===== config.mk =====
export PLATFORM = sky130hd
export DESIGN_NAME = tc_count_sched
export DESIGN_NICKNAME = d
export VERILOG_FILES = /design/src/rtl/tc_count_sched.sv
export SDC_FILE = /design/constraint.sdc
export NUM_CORES = 1
export LEC_CHECK = 0
export CORE_MARGIN = 2
export CORE_UTILIZATION = 54
export DETAILED_ROUTE_END_ITERATION = 6
export HOLD_SLACK_MARGIN = 0.08
export PLACE_DENSITY_LB_ADDON = 0.1
export SYNTH_ARGS = -nofsm -noshare
export SYNTH_HDL_FRONTEND = slang
export SYNTH_SLANG_ARGS = --single-unit

===== constraint.sdc =====
create_clock -name clk -period 3.1 [get_ports clk]
set_input_delay 0.31 -clock clk [delete_from_list [all_inputs] [get_ports clk]]
set_output_delay 0.31 -clock clk [all_outputs]
set_load 0.03 [all_outputs]

===== src/rtl/tc_count_sched.sv =====
// tc_count_sched: round-robin scheduler sharing one CW-bit terminal-count counter among NREQ requesters.
// Define TC_SCHED_ASSERT_EN to compile in the embedded concurrent assertions.
module tc_count_sched #(
    parameter int NREQ = 4,
    parameter int CW   = 4
) (
    input  logic            clk,
    input  logic            rst,
    input  logic [NREQ-1:0] req,
    input  logic            hold,
    output logic [NREQ-1:0] gnt,
    output logic [CW-1:0]   count,
    output logic            t,
    output logic [NREQ-1:0] done,
    output logic            busy
);
    localparam int PW = NREQ > 1 ? $clog2(NREQ) : 1;
    localparam logic [CW-1:0] MAX = '1;
    typedef enum logic [1:0] {IDLE, RUN, DONE} state_t;
    state_t state;
    logic [PW-1:0] ptr, win, sel, idx, nxt;
    // Scan downward in priority so the first set bit at or after ptr wins last.
    always_comb begin
        sel = ptr;
        idx = ptr;
        for (int i = NREQ - 1; i >= 0; i--) begin
            idx = PW'((int'(ptr) + i) % NREQ);
            if (req[idx]) sel = idx;
        end
    end
    assign nxt  = PW'((int'(win) + 1) % NREQ);
    assign t    = (state == RUN) && (count == MAX);
    assign busy = state != IDLE;
    always_ff @(posedge clk) begin
        if (rst) begin
            state <= IDLE;
            gnt   <= '0;
            count <= '0;
            done  <= '0;
            ptr   <= '0;
            win   <= '0;
        end else begin
            case (state)
                IDLE: if (|req) begin
                    state <= RUN;
                    win   <= sel;
                    gnt   <= NREQ'(1) << sel;
                    count <= '0;
                end
                RUN: if (!req[win]) begin
                    state <= IDLE;
                    gnt   <= '0;
                    count <= '0;
                    ptr   <= nxt;
                end else if (!hold) begin
                    if (count == MAX) begin
                        state <= DONE;
                        gnt   <= '0;
                        count <= '0;
                        done  <= NREQ'(1) << win;
                        ptr   <= nxt;
                    end else count <= count + CW'(1);
                end
                DONE: begin
                    done  <= '0;
                    state <= IDLE;
                end
                default: state <= IDLE;
            endcase
        end
    end
`ifdef TC_SCHED_ASSERT_EN
    a_gnt_onehot0: assert property (@(posedge clk) disable iff (rst) $onehot0(gnt))
        else $error("a_gnt_onehot0");
    a_done_onehot0: assert property (@(posedge clk) disable iff (rst) $onehot0(done))
        else $error("a_done_onehot0");
    a_below_max_no_t: assert property (@(posedge clk) disable iff (rst) (count != MAX) |-> !t)
        else $error("a_below_max_no_t");
    a_max_in_run_t: assert property (@(posedge clk) disable iff (rst) (state == RUN && count == MAX) |-> t)
        else $error("a_max_in_run_t");
    for (genvar g = 0; g < NREQ; g++) begin : g_a
        a_done_after_t: assert property (@(posedge clk) disable iff (rst) done[g] |-> $past(gnt[g] && t))
            else $error("a_done_after_t");
        a_drop_no_done: assert property (@(posedge clk) disable iff (rst) (state == RUN && !req[g]) |=> !done[g])
            else $error("a_drop_no_done");
    end
`endif
endmodule


[After elaboration in Yosys (flattened, before gate mapping)]
Cells that the tools add are included.
Word-level totals
  register bits after elaboration: 18
  input port bits: 7
  output and inout bits: 14
  logic and storage cells: 77
Operators by class
  add/subtract/negate cells: 5
  magnitude comparators: 5
  equality and inequality tests: 11
  shifts and indexed selects: 2
  mux-type cells: 36
  reduce and logical (&&, ||, !) cells: 12
Operator list (number)
  4-bit 2-to-1 mux: 11
  4-bit case mux with 2 select lines: 3
  2-bit 2-to-1 mux: 11
  2-bit by 3-bit less-than comparator with 1-bit output, second input constant: 5
  1-bit binary-select mux with 2-bit select: 5
  3-bit AND reduction: 3
  2-bit inequality test, second input constant: 4
  4-bit AND reduction: 2
  1-bit by 2-bit << shifter with 4-bit output, first input constant: 2
  3-bit inequality test, second input constant: 2
  2-bit nonzero test: 3
  1-bit 2-to-1 mux: 5
  2-bit by 1-bit adder with 2-bit output, second input constant: 2
  2-bit adder, second input constant: 2
  4-bit by 1-bit adder with 4-bit output, second input constant: 1
  4-bit equality test, second input constant: 1
  2-bit by 1-bit inequality test with 1-bit output, second input constant: 2
  2-bit case mux with 2 select lines: 1
  4-bit OR reduction: 1
  2-bit by 1-bit equality test with 1-bit output, second input constant: 1
  2-bit equality test, second input constant: 1
  2-bit logical NOT: 1
  2-bit AND reduction: 1
  1-bit logical AND: 1

[Longest topological paths before layout]
  depth in word-level cells: 10
  depth in mapped cells: 5

[Worst setup path before layout]
No wires, ideal clock.
  path kind: reg-to-reg
  start: register state[1]
  end: register gnt[1]
  library setup time: 0.088 ns
  arrival: 1.648 ns
  data required time: 3.012 ns
  path slack: 1.364 ns
  stages on the path, launching flop included: 5
  buffers on the path: 0
  period minus slack after synthesis: 1.736 ns
  cell sequence: dfxtp_1 -> or2_4 -> or2_4 -> or4_4 -> o32ai_2
On the way
  word-level cells in the longest chain between the ends: 3
Ends and longest elaborated chain
  start: declaration: line 20  | state_t state;
  start signal: assignment: line 36  | state <= IDLE;
  start signal: assignment: line 45  | state <= RUN;
  start signal: assignment: line 51  | state <= IDLE;
  2-bit by 1-bit equality test with 1-bit output or 2-bit logical NOT (tied branches): line 43  | case (state)
  3-bit inequality test (no source line), or another cell as far along
  4-bit AND reduction (no source line)
  end signal: assignment: line 47  | gnt <= NREQ'(1) << sel;
  end: declaration: line 11  | output logic [NREQ-1:0] gnt,
Parallel ways exist; a longest one is shown, timed or not.
A chain may end at the register's enable or synchronous reset.

[Worst setup path in the final report]
  start: register count[0]
  end: output t
On the way
  word-level cells in the longest chain between the ends: 2
Ends and longest elaborated chain
  start: declaration: line 12  | output logic [CW-1:0] count,
  start signal: assignment: line 62  | end else count <= count + CW'(1);
  4-bit equality test: line 32  | assign t = (state == RUN) && (count == MAX);
  1-bit logical AND: line 32
  end: declaration: line 13  | output logic t,
No other way between the ends.

==> impl_summary.txt <==
----------------------------------------------------
[Status]
  Outcome ... complete, no violations

[Timing]
  Final setup TNS ... 0 ns
  Worst slew pin tran ... 0.654 ns
  Worst Slack Setup Final ... 0.979 ns
  Unrepaired setup endpoints after global routing ... false
  Final setup skew ... 0.00584 ns
  Hold Violations, Final ... 0
  Finish-stage setup viols ... 0
  Headroom to the max-slew limit ... 0.563
  Max-slew violation total from the final report ... 0
  Tcrit/Tclk final ... 0.684
  Tmin final ... 2.12 ns
  Top achievable clock speed ... roughly 0.47 GHz

[Critical path]
  Worst path slowest cell ... sky130_fd_sc_hd__clkdlybuf4s50_1
  Data required time at the worst endpoint ... 2.79 ns
  Critical path class ... register to output pin
  Top fanout value on the critical path ... 5
  Critical path endpoint category ... output pin
  Delay contributed by the slowest stage of the critical path ... 0.66 ns
  Crit-path cells ... ha_1 > and4_1 > clkdlybuf4s50_1
  Arrival @ worst endpoint ... 1.81 ns
  Element type at the critical path start ... register

[Finish]
  Fraction of layout instances using a drive strength above 1 ... 0.0972
  Inserted Diodes ... 0
  Net count of the finished layout ... 158
  Area growth from synthesis to final layout ... 23.6%

[Global routing]
  Global-route wire length before repair ... 4120 um
  Vias in the first global route ... 925
  Initial antenna violation count ... 0
  Sum of overflow across all layers after global routing ... 0
  Largest net degree at the start of global routing ... 16
  Aggregate global-route resource usage ... 0.223

[Clock tree]
  Buffer count from post-CTS setup fixing ... 0
  Clock latency on the worst-skew pair ... roughly 0.3 ns
  CTS Hold Bufs ... 0
  Clock Root Buffer ... sky130_fd_sc_hd__clkbuf_4
  H-tree levels ... 1
  Clock tree from TritonCTS ... yes
  CTS Buffer Depth ... 2
  Number of clock sinks ... 18
  Number of gates resized after cts ... 0
  Number of buffers added by the clock tree synthesis step ... 3
  Clk pin slew, worst setup/hold paths ... about 0.10 ns

[Route]
  Overall routed net length ... 2350 um
  Mean number of vias per cell ... between 5 and 6
  Antenna viol nets, final ... 0
  Initial drt markers ... 22
  Detailed-route DRC error count ... 0
  Post-DR wirelength/cell ... approximately 14 um
  Router iterations before antenna repair ... 4
  Overall via count from detail_route ... 996

[Logic synthesis]
  Top-count cell post-synth ... sky130_fd_sc_hd__dfxtp_1
  Share of the synthesized area in the top cell type ... 0.335
  Total of warnings raised by yosys ... 0
  Post-Synthesis Net Count ... roughly 140
  Unique cell type count in the Yosys netlist ... between 40 and 50
  Cell types with the highest counts after synthesis ... sky130_fd_sc_hd__dfxtp_1, sky130_fd_sc_hd__inv_1, sky130_fd_sc_hd__a21oi_1, sky130_fd_sc_hd__nor2_1
  Most area-hungry cell type in the Yosys netlist ... sky130_fd_sc_hd__dfxtp_1
  Synthesized instance count ... 123
  FFs w/ async S/R, synth ... 0
  Number of enable-type register cells in the synthesized netlist ... 0
  Flip-flop and latch count after synthesis ... 18
  Share of the yosys chip area belonging to registers ... 0.335
  Top FF cell, synth ... sky130_fd_sc_hd__dfxtp_1
  Area contributors post-synth ... sky130_fd_sc_hd__dfxtp_1, sky130_fd_sc_hd__ha_1, sky130_fd_sc_hd__a21oi_1, sky130_fd_sc_hd__inv_1, sky130_fd_sc_hd__a41o_1
  Synth Cell Area ... 1070 um2
  Per-instance average area after synthesis ... 8.74 um2

[Placement]
  Global placement routability congestion ... 0.927
  Number of port buffers ... 20
  Detailed placement HPWL ... 1810 um
  Worst slack, placed ... 0.844 ns

[Die]
  Num rows ... 16
  Area of the die ... 2360 um2
  Initial Util ... 0.559
  Boundary pin count ... 21
  Core Area ... 1920 um2
  X dimension of the die ... 48.6 um
  Die Ht ... around 49 um

[Job]
  Max-cap violation count ... 0

[Hold path]
  Worst hold-check path type ... register to register

[Pwr]
  Power per unit of standard cell area ... 365 nW/um2
  Leakage power ... ~0.51 nW
  Maximum vdd drop ... 299 uV

----------------------------------------------------
placed cells by master (no fill, tap or decap), drive strengths merged, types with 2 or more instances in the layout:
master | netlist | layout
clkdlybuf4s50 | 0 | 20
dfxtp | 18 | 18
inv | 12 | 12
a21oi | 9 | 9
nor2 | 8 | 8
nand2 | 5 | 5
nor3b | 5 | 5
ha | 5 | 5
a41o | 4 | 4
mux2i | 4 | 4
o22ai | 4 | 4
o32ai | 4 | 4
nand3 | 3 | 3
nand2b | 3 | 3
nor2b | 3 | 3
o21ai | 3 | 3
clkbuf | 2 | 3
or2 | 2 | 2
o21a | 2 | 2
o31ai | 2 | 2
buf | 2 | 2
or4 | 2 | 2
per-layer routing:
layer | track usage | wire length, um
met1 | 0.277 | 1080
met2 | 0.374 | 1130
met3 | 0.0494 | 84
met4 | 0.0857 | 42
met5 | 0 | 0
cell families (layout without fill, tap and decap cells):
family,count (synthesis),after routing,synth area share
flops,18,18,0.335
fa+ha+maj,5,5,0.0582
simple gates,40,40,0.225
buf+inv,17,38,0.0617
compound gates,38,38,0.262
mux,5,5,0.0582
worst paths after layout:
| kind | slack, ns | cells past startpoint | from | endpoint |
|---|---|---|---|---|
| hold reg to reg | 0.47 | 2 | gnt[0] | gnt[0] |
| setup / recovery | 0.98 | 3 | count[0] | t |
| setup reg to reg | 1.20 | 4 | win[1] | ptr[1] |
| hold / removal | 0.47 | 2 | gnt[0] | gnt[0] |
critical path: cells and delay by family (launching register included):
kind	cells	cell delay, ns
adders and majority gates	1	0.24
DFF	1	0.41
buffers and inverters	1	0.66
and+or+nand+nor	1	0.20
state kept, by name (all words and copies together) (netlist names):
signal  count
count       4
done        4
gnt         4
ptr         2
state       2
win         2
through the flow:
| step | total power (W) | instance area (um2) | instances | hold slack (ns) | util |
|---|---|---|---|---|---|
| after floorplan | 0.000335 | 1070 | 123 | 0.517 | - |
| after global placement | 0.000370 | 1310 | 168 | 0.448 | 0.680 |
| after detailed placement | 0.000373 | 1310 | 168 | 0.460 | 0.680 |
| after CTS | 0.000488 | 1330 | 171 | 0.477 | 0.691 |
| after global routing | 0.000513 | 1330 | 171 | 0.493 | 0.691 |
| final | 0.000485 | 1330 | 171 | 0.465 | 0.691 |
cell type report:
class	count	area (um2)
flip-flops and latches	18	360
well taps	27	33.8
inverters	13	48.8
repair buffers	22	215
clock buffers	3	22.5
multi-input cells	88	648
fillers	172	593
power breakdown:
part           leakage, nW  switching, W  total [W]  internal (W)
combinational        0.345     0.0000621   0.000115     0.0000526
clock               0.0138     0.0000717   0.000117     0.0000453
sequential           0.146     0.0000127   0.000254      0.000241
Note: power is estimated with default switching activity, not from simulation.
